### src/rtl/traffic_phase_scheduler.sv
// traffic_phase_scheduler: four-way intersection phase sequencer with pedestrian walk and night blink
module traffic_phase_scheduler #(
  parameter int TICK_DIV    = 1000,
  parameter int T_GREEN     = 5000,
  parameter int T_YELLOW    = 1000,
  parameter int T_ALLRED    = 500,
  parameter int T_WALK      = 3000,
  parameter int T_MIN_GREEN = 1000,
  parameter int T_BLINK     = 500
) (
  input  logic       clk,
  input  logic       rst,
  input  logic       mode,
  input  logic       pulse,
  output logic [3:0] r,
  output logic [3:0] g,
  output logic [3:0] b,
  output logic [2:0] phase,
  output logic       ped_wait
);
  typedef enum logic [2:0] {NSG, NSY, AR1, EWG, EWY, AR2, WALK, BLINK} state_t;
  localparam int PW = $clog2(TICK_DIV + 1);
  localparam int TW = $clog2(T_GREEN + T_YELLOW + T_ALLRED + T_WALK + T_BLINK + 1);
  state_t state_q, state_d, nxt;
  logic [PW-1:0] pre_q, pre_d;
  logic [TW-1:0] timer_q, timer_d, dur_m1;
  logic blink_q, blink_d, ped_q, ped_d, dir_q, dir_d;
  logic tick, green, leave;
  assign tick = pre_q == PW'(TICK_DIV - 1);
  assign green = state_q == NSG || state_q == EWG;
  assign dur_m1 = green ? TW'(T_GREEN - 1) :
                  (state_q == NSY || state_q == EWY) ? TW'(T_YELLOW - 1) :
                  state_q == WALK ? TW'(T_WALK - 1) : TW'(T_ALLRED - 1);
  assign leave = tick && (timer_q == dur_m1 || (green && ped_q && timer_q >= TW'(T_MIN_GREEN - 1)));
  assign nxt = state_q == NSG ? NSY :
               state_q == NSY ? AR1 :
               state_q == AR1 ? (ped_q ? WALK : EWG) :
               state_q == EWG ? EWY :
               state_q == EWY ? AR2 :
               state_q == AR2 ? (ped_q ? WALK : NSG) :
               (dir_q ? NSG : EWG);
  // next state, timers, request latch; mode outranks all timer and request conditions
  always_comb begin
    state_d = state_q;
    pre_d = tick ? '0 : pre_q + 1'b1;
    timer_d = tick ? timer_q + 1'b1 : timer_q;
    blink_d = blink_q;
    dir_d = dir_q;
    ped_d = ped_q | (pulse && state_q != WALK && state_q != BLINK);
    if (mode && state_q != BLINK) begin
      state_d = BLINK;
      blink_d = 1'b1;
      ped_d = 1'b0;
    end else if (state_q == BLINK) begin
      if (!mode) state_d = AR2;
      else if (tick && timer_q == TW'(T_BLINK - 1)) begin
        blink_d = ~blink_q;
        timer_d = '0;
      end
    end else if (leave) begin
      state_d = nxt;
      dir_d = nxt == WALK ? state_q == AR2 : dir_q;
    end
    if (state_d == WALK && state_q != WALK) ped_d = 1'b0;
    if (state_d != state_q) begin
      pre_d = '0;
      timer_d = '0;
    end
  end
  // state registers; reset parks the intersection in all-red
  always_ff @(posedge clk or posedge rst) begin
    if (rst) begin
      state_q <= AR2;
      pre_q <= '0;
      timer_q <= '0;
      blink_q <= 1'b0;
      ped_q <= 1'b0;
      dir_q <= 1'b0;
    end else begin
      state_q <= state_d;
      pre_q <= pre_d;
      timer_q <= timer_d;
      blink_q <= blink_d;
      ped_q <= ped_d;
      dir_q <= dir_d;
    end
  end
  // lamp decode from registered state; yellow is red and green lit together
  always_comb begin
    g = 4'b0000;
    r = 4'b1111;
    case (state_q)
      NSG:     begin g = 4'b0001; r = 4'b1110; end
      NSY:     g = 4'b0001;
      EWG:     begin g = 4'b0010; r = 4'b1101; end
      EWY:     g = 4'b0010;
      WALK:    begin g = 4'b1100; r = 4'b0011; end
      BLINK:   begin g = {2'b00, blink_q, blink_q}; r = {2'b00, blink_q, blink_q}; end
      default: ;
    endcase
  end
  assign b = {3'b000, ped_q};
  assign phase = state_q;
  assign ped_wait = ped_q;
endmodule

### config.mk
export PLATFORM = sky130hd
export DESIGN_NAME = traffic_phase_scheduler
export DESIGN_NICKNAME = d
export VERILOG_FILES = /design/src/rtl/traffic_phase_scheduler.sv
export SDC_FILE = /design/constraint.sdc
export NUM_CORES = 1
export LEC_CHECK = 0
export BUFFER_PORTS_ARGS = -buffer_cell sky130_fd_sc_hd__buf_2
export CORE_MARGIN = 10
export CORE_UTILIZATION = 45
export CTS_BUF_LIST = sky130_fd_sc_hd__clkbuf_4
export CTS_CLUSTER_DIAMETER = 80
export CTS_CLUSTER_SIZE = 8
export DETAILED_ROUTE_END_ITERATION = 10
export GPL_TIMING_DRIVEN = 0
export PLACE_DENSITY = 0.69
export RECOVER_POWER = 100
export SYNTH_ARGS = -nofsm -noshare
export SYNTH_HDL_FRONTEND = slang
export SYNTH_SLANG_ARGS = --single-unit
### constraint.sdc
create_clock -name clk -period 2.43 [get_ports clk]
set_clock_uncertainty 0.1 [all_clocks]
set_input_delay 0.1215 -clock clk [delete_from_list [all_inputs] [get_ports clk]]
set_output_delay 0.1215 -clock clk [all_outputs]
set_load 0.01 [all_outputs]
==> After elaboration in Yosys (flattened, before gate mapping) <==
Cells that the tools add are included.
{ "classes": {"n_addsub": 2, "mul": 0, "div": 0, "magnitude_cmp": 1, "eq_ne": 15, "shift": 0, "muxes": 32, "n_bitwise": 4, "reduce_logical": 19} }
{ "ops": {"columns": ["op", "count"], "rows": [
  ["two-way mux 14 bit", 6],
  ["two-way mux 3 bit", 12],
  ["case mux 4 bit (4 select lines)", 2],
  ["two-way mux 12 bit", 2],
  ["two-way mux 10 bit", 2],
  ["== test 3 bit, second input constant", 6],
  ["adder 14 x 1 -> 14 bit, second input constant", 1],
  ["== test 14 x 13 -> 1 bit", 1],
  ["== test 14 x 9 -> 1 bit, second input constant", 1],
  ["greater-or-equal comparator 14 x 10 -> 1 bit, second input constant", 1],
  ["two-way mux 13 bit", 1],
  ["adder 10 x 1 -> 10 bit, second input constant", 1],
  ["== test 10 bit, second input constant", 1],
  ["logical AND 1 bit", 8],
  ["== test 3 x 2 -> 1 bit, second input constant", 2],
  ["two-way mux 1 bit", 6],
  ["!= test 3 bit, second input constant", 2],
  ["nonzero test 2 bit", 3],
  ["AND reduction 4 bit", 1],
  ["OR reduction 2 bit", 2],
  ["== test 3 x 1 -> 1 bit, second input constant", 1],
  ["logical NOT 3 bit", 1],
  ["logical OR 1 bit", 3],
  ["!= test 3 bit", 1],
  ["4 further kinds", 6]
]} }
{ "totals": {"ff_bits": 30, "latchBits": 0, "mem_bits_rw": 0, "mem_bits_ro": 0, "inputBits": 4, "out_inout_bits": 16, "elab_cells": 79, "memories": 0} }

==> Longest topological paths before layout <==
{ "logic_depth": {"word_depth": 13, "ltp_mapped": 11, "depth_no_buf": 8} }

==> Worst setup path before layout <==
Ideal clock, no wire load.
{ "synth_timing": {"path_kind": "register to register", "start": "reg state_q[0], in the netlist phase[0]", "end": "reg ped_q, in the netlist ped_wait", "setup_time_ps": 119, "arrival_time_ps": 2239, "required_time_ps": 2211, "setup_slack_ps": -28, "path_stages_with_launch": 11, "path_buffers": 3, "period_less_slack_ps": 2458, "cell_sequence": "dfstp_2 buf_6 buf_6 a21boi_1 a2111oi_4 o2111ai_2 a21o_1 buf_6 a2111oi_4 o21ai_2 and2_1"} }
{ "synth_via": {"elab_chain_cells": 13, "elab_cells_between_ends": 38, "cone_classes": "eq/ne: 11; mux: 15; bitwise: 1; reduce/logical: 11"} }
{ "synth_rtl": {"columns": ["element", "line_no", "text"], "rows": [
  ["start, declared", "24", "state_t state_q, state_d, nxt;"],
  ["start signal, assigned", "80", "state_q <= state_d;"],
  ["== test 3 bit (tied with other cells)", "33", "state_q == WALK ? TW'(T_WALK - 1) : TW'(T_ALLRED - 1);"],
  ["two-way mux 12 bit (tied with other cells)", "33", null],
  ["two-way mux 12 bit / two-way mux 3 bit (equally long branches)", "32, 39", null],
  ["two-way mux 13 bit / two-way mux 3 bit (equally long branches)", "31, 38", null],
  ["== test 14 x 13 -> 1 bit / two-way mux 3 bit (equally long branches)", "34, 37", null],
  ["logical OR 1 bit / two-way mux 3 bit (equally long branches)", "34, 36", null],
  ["logical AND 1 bit / two-way mux 3 bit (equally long branches)", "34, 35", null],
  ["two-way mux 3 bit", "60", "end else if (leave) begin"],
  ["two-way mux 3 bit", "54", "end else if (state_q == BLINK) begin"],
  ["two-way mux 3 bit", "50", "if (mode && state_q != BLINK) begin"],
  ["== test 3 bit", "64", "if (state_d == WALK && state_q != WALK) ped_d = 1'b0;"],
  ["logical AND 1 bit", "64", null],
  ["two-way mux 1 bit (*)", "64", null],
  ["named net ped_d", "27", "logic blink_q, blink_d, ped_q, ped_d, dir_q, dir_d;"],
  ["end signal, assigned", "84", "ped_q <= ped_d;"],
  ["end, declared", "27", null]
]} }
Mark *: on every way through the listed nets, which the timed path passes. The rest lies on a longest branch.
A chain may end at the register's enable or synchronous reset.

==> Worst setup path after layout <==
{ "layout_timing": {"start": "reg state_q[0], in the netlist phase[0]", "end": "reg pre_q[1]"} }
{ "layout_via": {"elab_chain_cells": 12, "elab_cells_between_ends": 32, "cone_classes": "eq/ne: 10; mux: 14; reduce/logical: 8"} }
{ "layout_rtl": {"columns": ["element", "line_no", "text"], "rows": [
  ["== test 3 bit (tied with other cells)", "33", null],
  ["two-way mux 12 bit (tied with other cells)", "33", null],
  ["two-way mux 12 bit / two-way mux 3 bit (equally long branches)", "32, 39", null],
  ["two-way mux 13 bit / two-way mux 3 bit (equally long branches)", "31, 38", null],
  ["== test 14 x 13 -> 1 bit / two-way mux 3 bit (equally long branches)", "34, 37", null],
  ["logical OR 1 bit / two-way mux 3 bit (equally long branches)", "34, 36", null],
  ["logical AND 1 bit / two-way mux 3 bit (equally long branches)", "34, 35", null],
  ["two-way mux 3 bit", "60", null],
  ["two-way mux 3 bit", "54", null],
  ["two-way mux 3 bit", "50", null],
  ["!= test 3 bit (*)", "65", "if (state_d != state_q) begin"],
  ["two-way mux 10 bit (*)", "65", null],
  ["named net pre_d[1]", "25", "logic [PW-1:0] pre_q, pre_d;"],
  ["end signal, assigned", "81", "pre_q <= pre_d;"],
  ["end, declared", "25", null]
]} }
Marks and branches as above.

==> out/metrics.cfg <==
[die]
initial_core_util = 0.465
io_pins = 20
die-area_um2 = 8080
die-width_um = 89.9
fp.coreArea_um2 = 4720
fp.dieH_um = 89.9
num_rows = 25

[placement]
dp_hpwl_um = 3510
place_inst = 322
place_congestion = 0.876
portBuffers = 15
place_ws_ps = -255

[clocking]
htreeDepth = 2
root_buffer = clkbuf_4
cts_tree = done
clock-sinks = 30
clk_path_buf_depth = 2
cts_made_buffers = 5
cts.clk_slew.worst_paths_ps = 120
insertion_delay_ps = 340

[synthesis]
synth_edf_count = 0
ys_warn_count = 0
ys_seq_area_frac = 0.343
yosysTopAreaCell = dfrtp_1
netlist_area_um2 = 2200
ys_types = 62
synth-seq-cells = 30
synth_top_area_share = 0.319
yosys_most_used_dff = dfrtp_1
syn_avg_cell_area_um2 = 9.24
netlist_instances = 238
yosys-top-cells-area = dfrtp_1, nor3_2, xor2_1, xnor2_1, buf_6
synthArstFlopShare = 1.00

[worst_setup_path]
cp.arrival_ps = 2700
worstSetupPathType = reg2reg
startpoint_type = flip-flop
end_kind = flip-flop
worstPathRequired_ps = 2590
crit_path_max_fanout = 8

[power]
leakage_nw = 1.10
power_mw = 1.07
power_density_nw_per_um2 = 393
seqPwrFrac = 0.499
p_switching_mw = 0.348
p_clk_frac = 0.286
comb_power_share = 0.216
p_int_mw = 0.723
ir_drop_mv = 0.230
switching_share = 0.325

[routing]
drt_iter0_drc = 123
viasPerCell = 5.47
vias = 1866
drt_wl_total_um = 5320
wl_per_cell_um = 15.6
postRouteAntennaNets = 0
drc = 0
drt-pass1-iter-count = 4

[final_layout]
fin_util = 0.576
fin_cells = 341
drive_gt1_frac = 0.369
antenna_cells = 0
area_growth_pct = 23.8
nFillCells = 414
fin_nets = 279

[grt]
antenna_found_initial = 0
grt_pass1_wl_um = 8940
grt_max_degree = 31
grtUsageTotal = 0.130
grt_pass1_vias = 1863
grt-ovfl-total = 0

[status]
violations = hold timing, setup timing
status = complete, but fails checks

[timing]
fin_ws_ps = -109
relSlewSlack = 0.221
min_period_over_period = 1.04
worst_slew_pin_slew_ps = 1170
period_minus_slack_ps = 2540
slew_viol_final = 0
grt_setup_unrepaired = yes
hold_violations = 28
max_freq_mhz = 394
setup_viol = 12
whs_ps = -31.1

[flow_run]
max_cap_violations = 0

[min_path]
min_path_type = in2async

cell usage after synthesis, types with 2 or more instances:
library cell,instances
dfrtp_1,28
nand2_1,21
nor2_1,20
nand3_1,12
xor2_1,12
nor3_2,11
xnor2_1,11
nor3_1,10
buf_4,8
a21oi_1,7
buf_6,7
inv_1,7
o21ai_0,6
a21o_1,4
and3_1,4
and4_1,3
nand4_1,3
nor4_1,3
o22ai_1,3
o31ai_1,3
a2111oi_4,2
a211o_2,2
a211oi_1,2
a31o_1,2
a31oi_1,2
and2_1,2
buf_2,2
clkbuf_1,2
clkbuf_8,2
dfstp_2,2
ha_1,2
mux2i_1,2
nor2b_1,2
power groups by stage:
stage | logic, mW | registers (mW) | clock network [mW]
global route | 0.254 | 0.536 | 0.330
global placement | 0.173 | 0.542 | 0
finish | 0.231 | 0.534 | 0.306
floorplan | 0.125 | 0.540 | 0
detailed placement | 0.176 | 0.542 | 0
CTS | 0.225 | 0.533 | 0.307
through the flow:
step	hold slack, ps	TNS (ps)	instance area [µm²]
final	-31.1	-695	2720
after global routing	74.7	-3460	2720
after CTS	19.3	-1420	2620
after detailed placement	397	-5330	2360
after global placement	392	-4980	2360
after floorplan	111	0	2210
cells in the final DEF (no fill, tap or decap), types with 3 or more instances in the layout:
cell	Yosys	routed
and4_1	3	3
clkbuf_4	0	6
nor3_2	11	10
a21o_1	4	4
nand2_1	21	17
buf_6	7	7
nor3_4	0	6
xor2_1	12	11
dfrtp_1	28	28
buf_8	0	3
conb_1	1	3
nand2_2	1	4
buf_2	2	15
nand3_1	12	11
nand4_1	3	3
buf_4	8	15
nor3_1	10	5
inv_1	7	7
o21ai_0	6	6
and3_1	4	4
xnor2_1	11	11
a21oi_1	7	7
nor2_1	20	18
per-layer routing:
layer	GRT usage	vias to the layer above	share of wire
met3	0.0324	4	0.048
met2	0.215	52	0.51
li1	-	902	-
met5	0	-	0
met4	0.0371	0	0.0090
met1	0.162	908	0.44
timing repair:
item / 4_1_cts / 5_1_grt
hold buffers: 0 / 0
gates resized for setup: 25 / 21
setup endpoints to repair: 28 / 30
pin swaps: 17 / 8
buffers inserted: 6 / 5
endpoints found under the hold margin: 0 / 0
gates cloned: 1 / 0
path summary, 6_finish.rpt:
kind / startpoint / to / slack, ps / cells past startpoint
min in group clk: pulse / ped_wait / 110 / 4
worst max-delay path: phase[0] / pre_q[1] / -110 / 11
max in group asynchronous: rst / pre_q[3] / 1560 / 2
worst min register to register: pre_q[0] / pre_q[0] / 480 / 2
worst min-delay path: rst / timer_q[4] / -30 / 2
worst max register to register: phase[0] / pre_q[1] / -110 / 11
kinds of logic (layout without fill, tap and decap cells):
kind of cell | after synthesis | after routing | synth area share
AOI/OAI and AO/OA | 43 | 43 | 0.160
xor gates and xnor gates | 23 | 23 | 0.0916
adders and majority gates | 2 | 2 | 0.0114
buffers and inverters | 31 | 65 | 0.104
DFF | 30 | 30 | 0.343
muxes | 2 | 2 | 0.00911
other | 1 | 3 | 0.00171
and+or+nand+nor | 106 | 106 | 0.280
state kept, by name (all words and copies together), names as in the netlist:
register / flops
timer_q: 14
dir_q: 1
phase: 3
pre_q: 10
ped_wait: 1
blink_q: 1
area by class of cell:
class	instances	area, µm²	area share
plain buffers	23	216	0.0795
clock buffers	5	37.5	0.0138
clock inverters	3	16.3	0.00597
inverters	8	32.5	0.0119
multi-input cells	179	1410	0.517
flip-flops and latches	30	753	0.277
well taps	67	83.8	0.0308
repair buffers	26	176	0.0648
worst max-delay path, stage by stage, from the launching register on:
cell and delay, ps:
dfstp_2 550, buf_8 150, xor2_4 80, o211a_1 210, o2111ai_2 250, a21o_1 130
buf_6 160, nand2_4 60, a211o_4 370, buf_6 130, buf_8 130, nor3b_2 140
No activity file was read; power rests on OpenSTA's default activity.
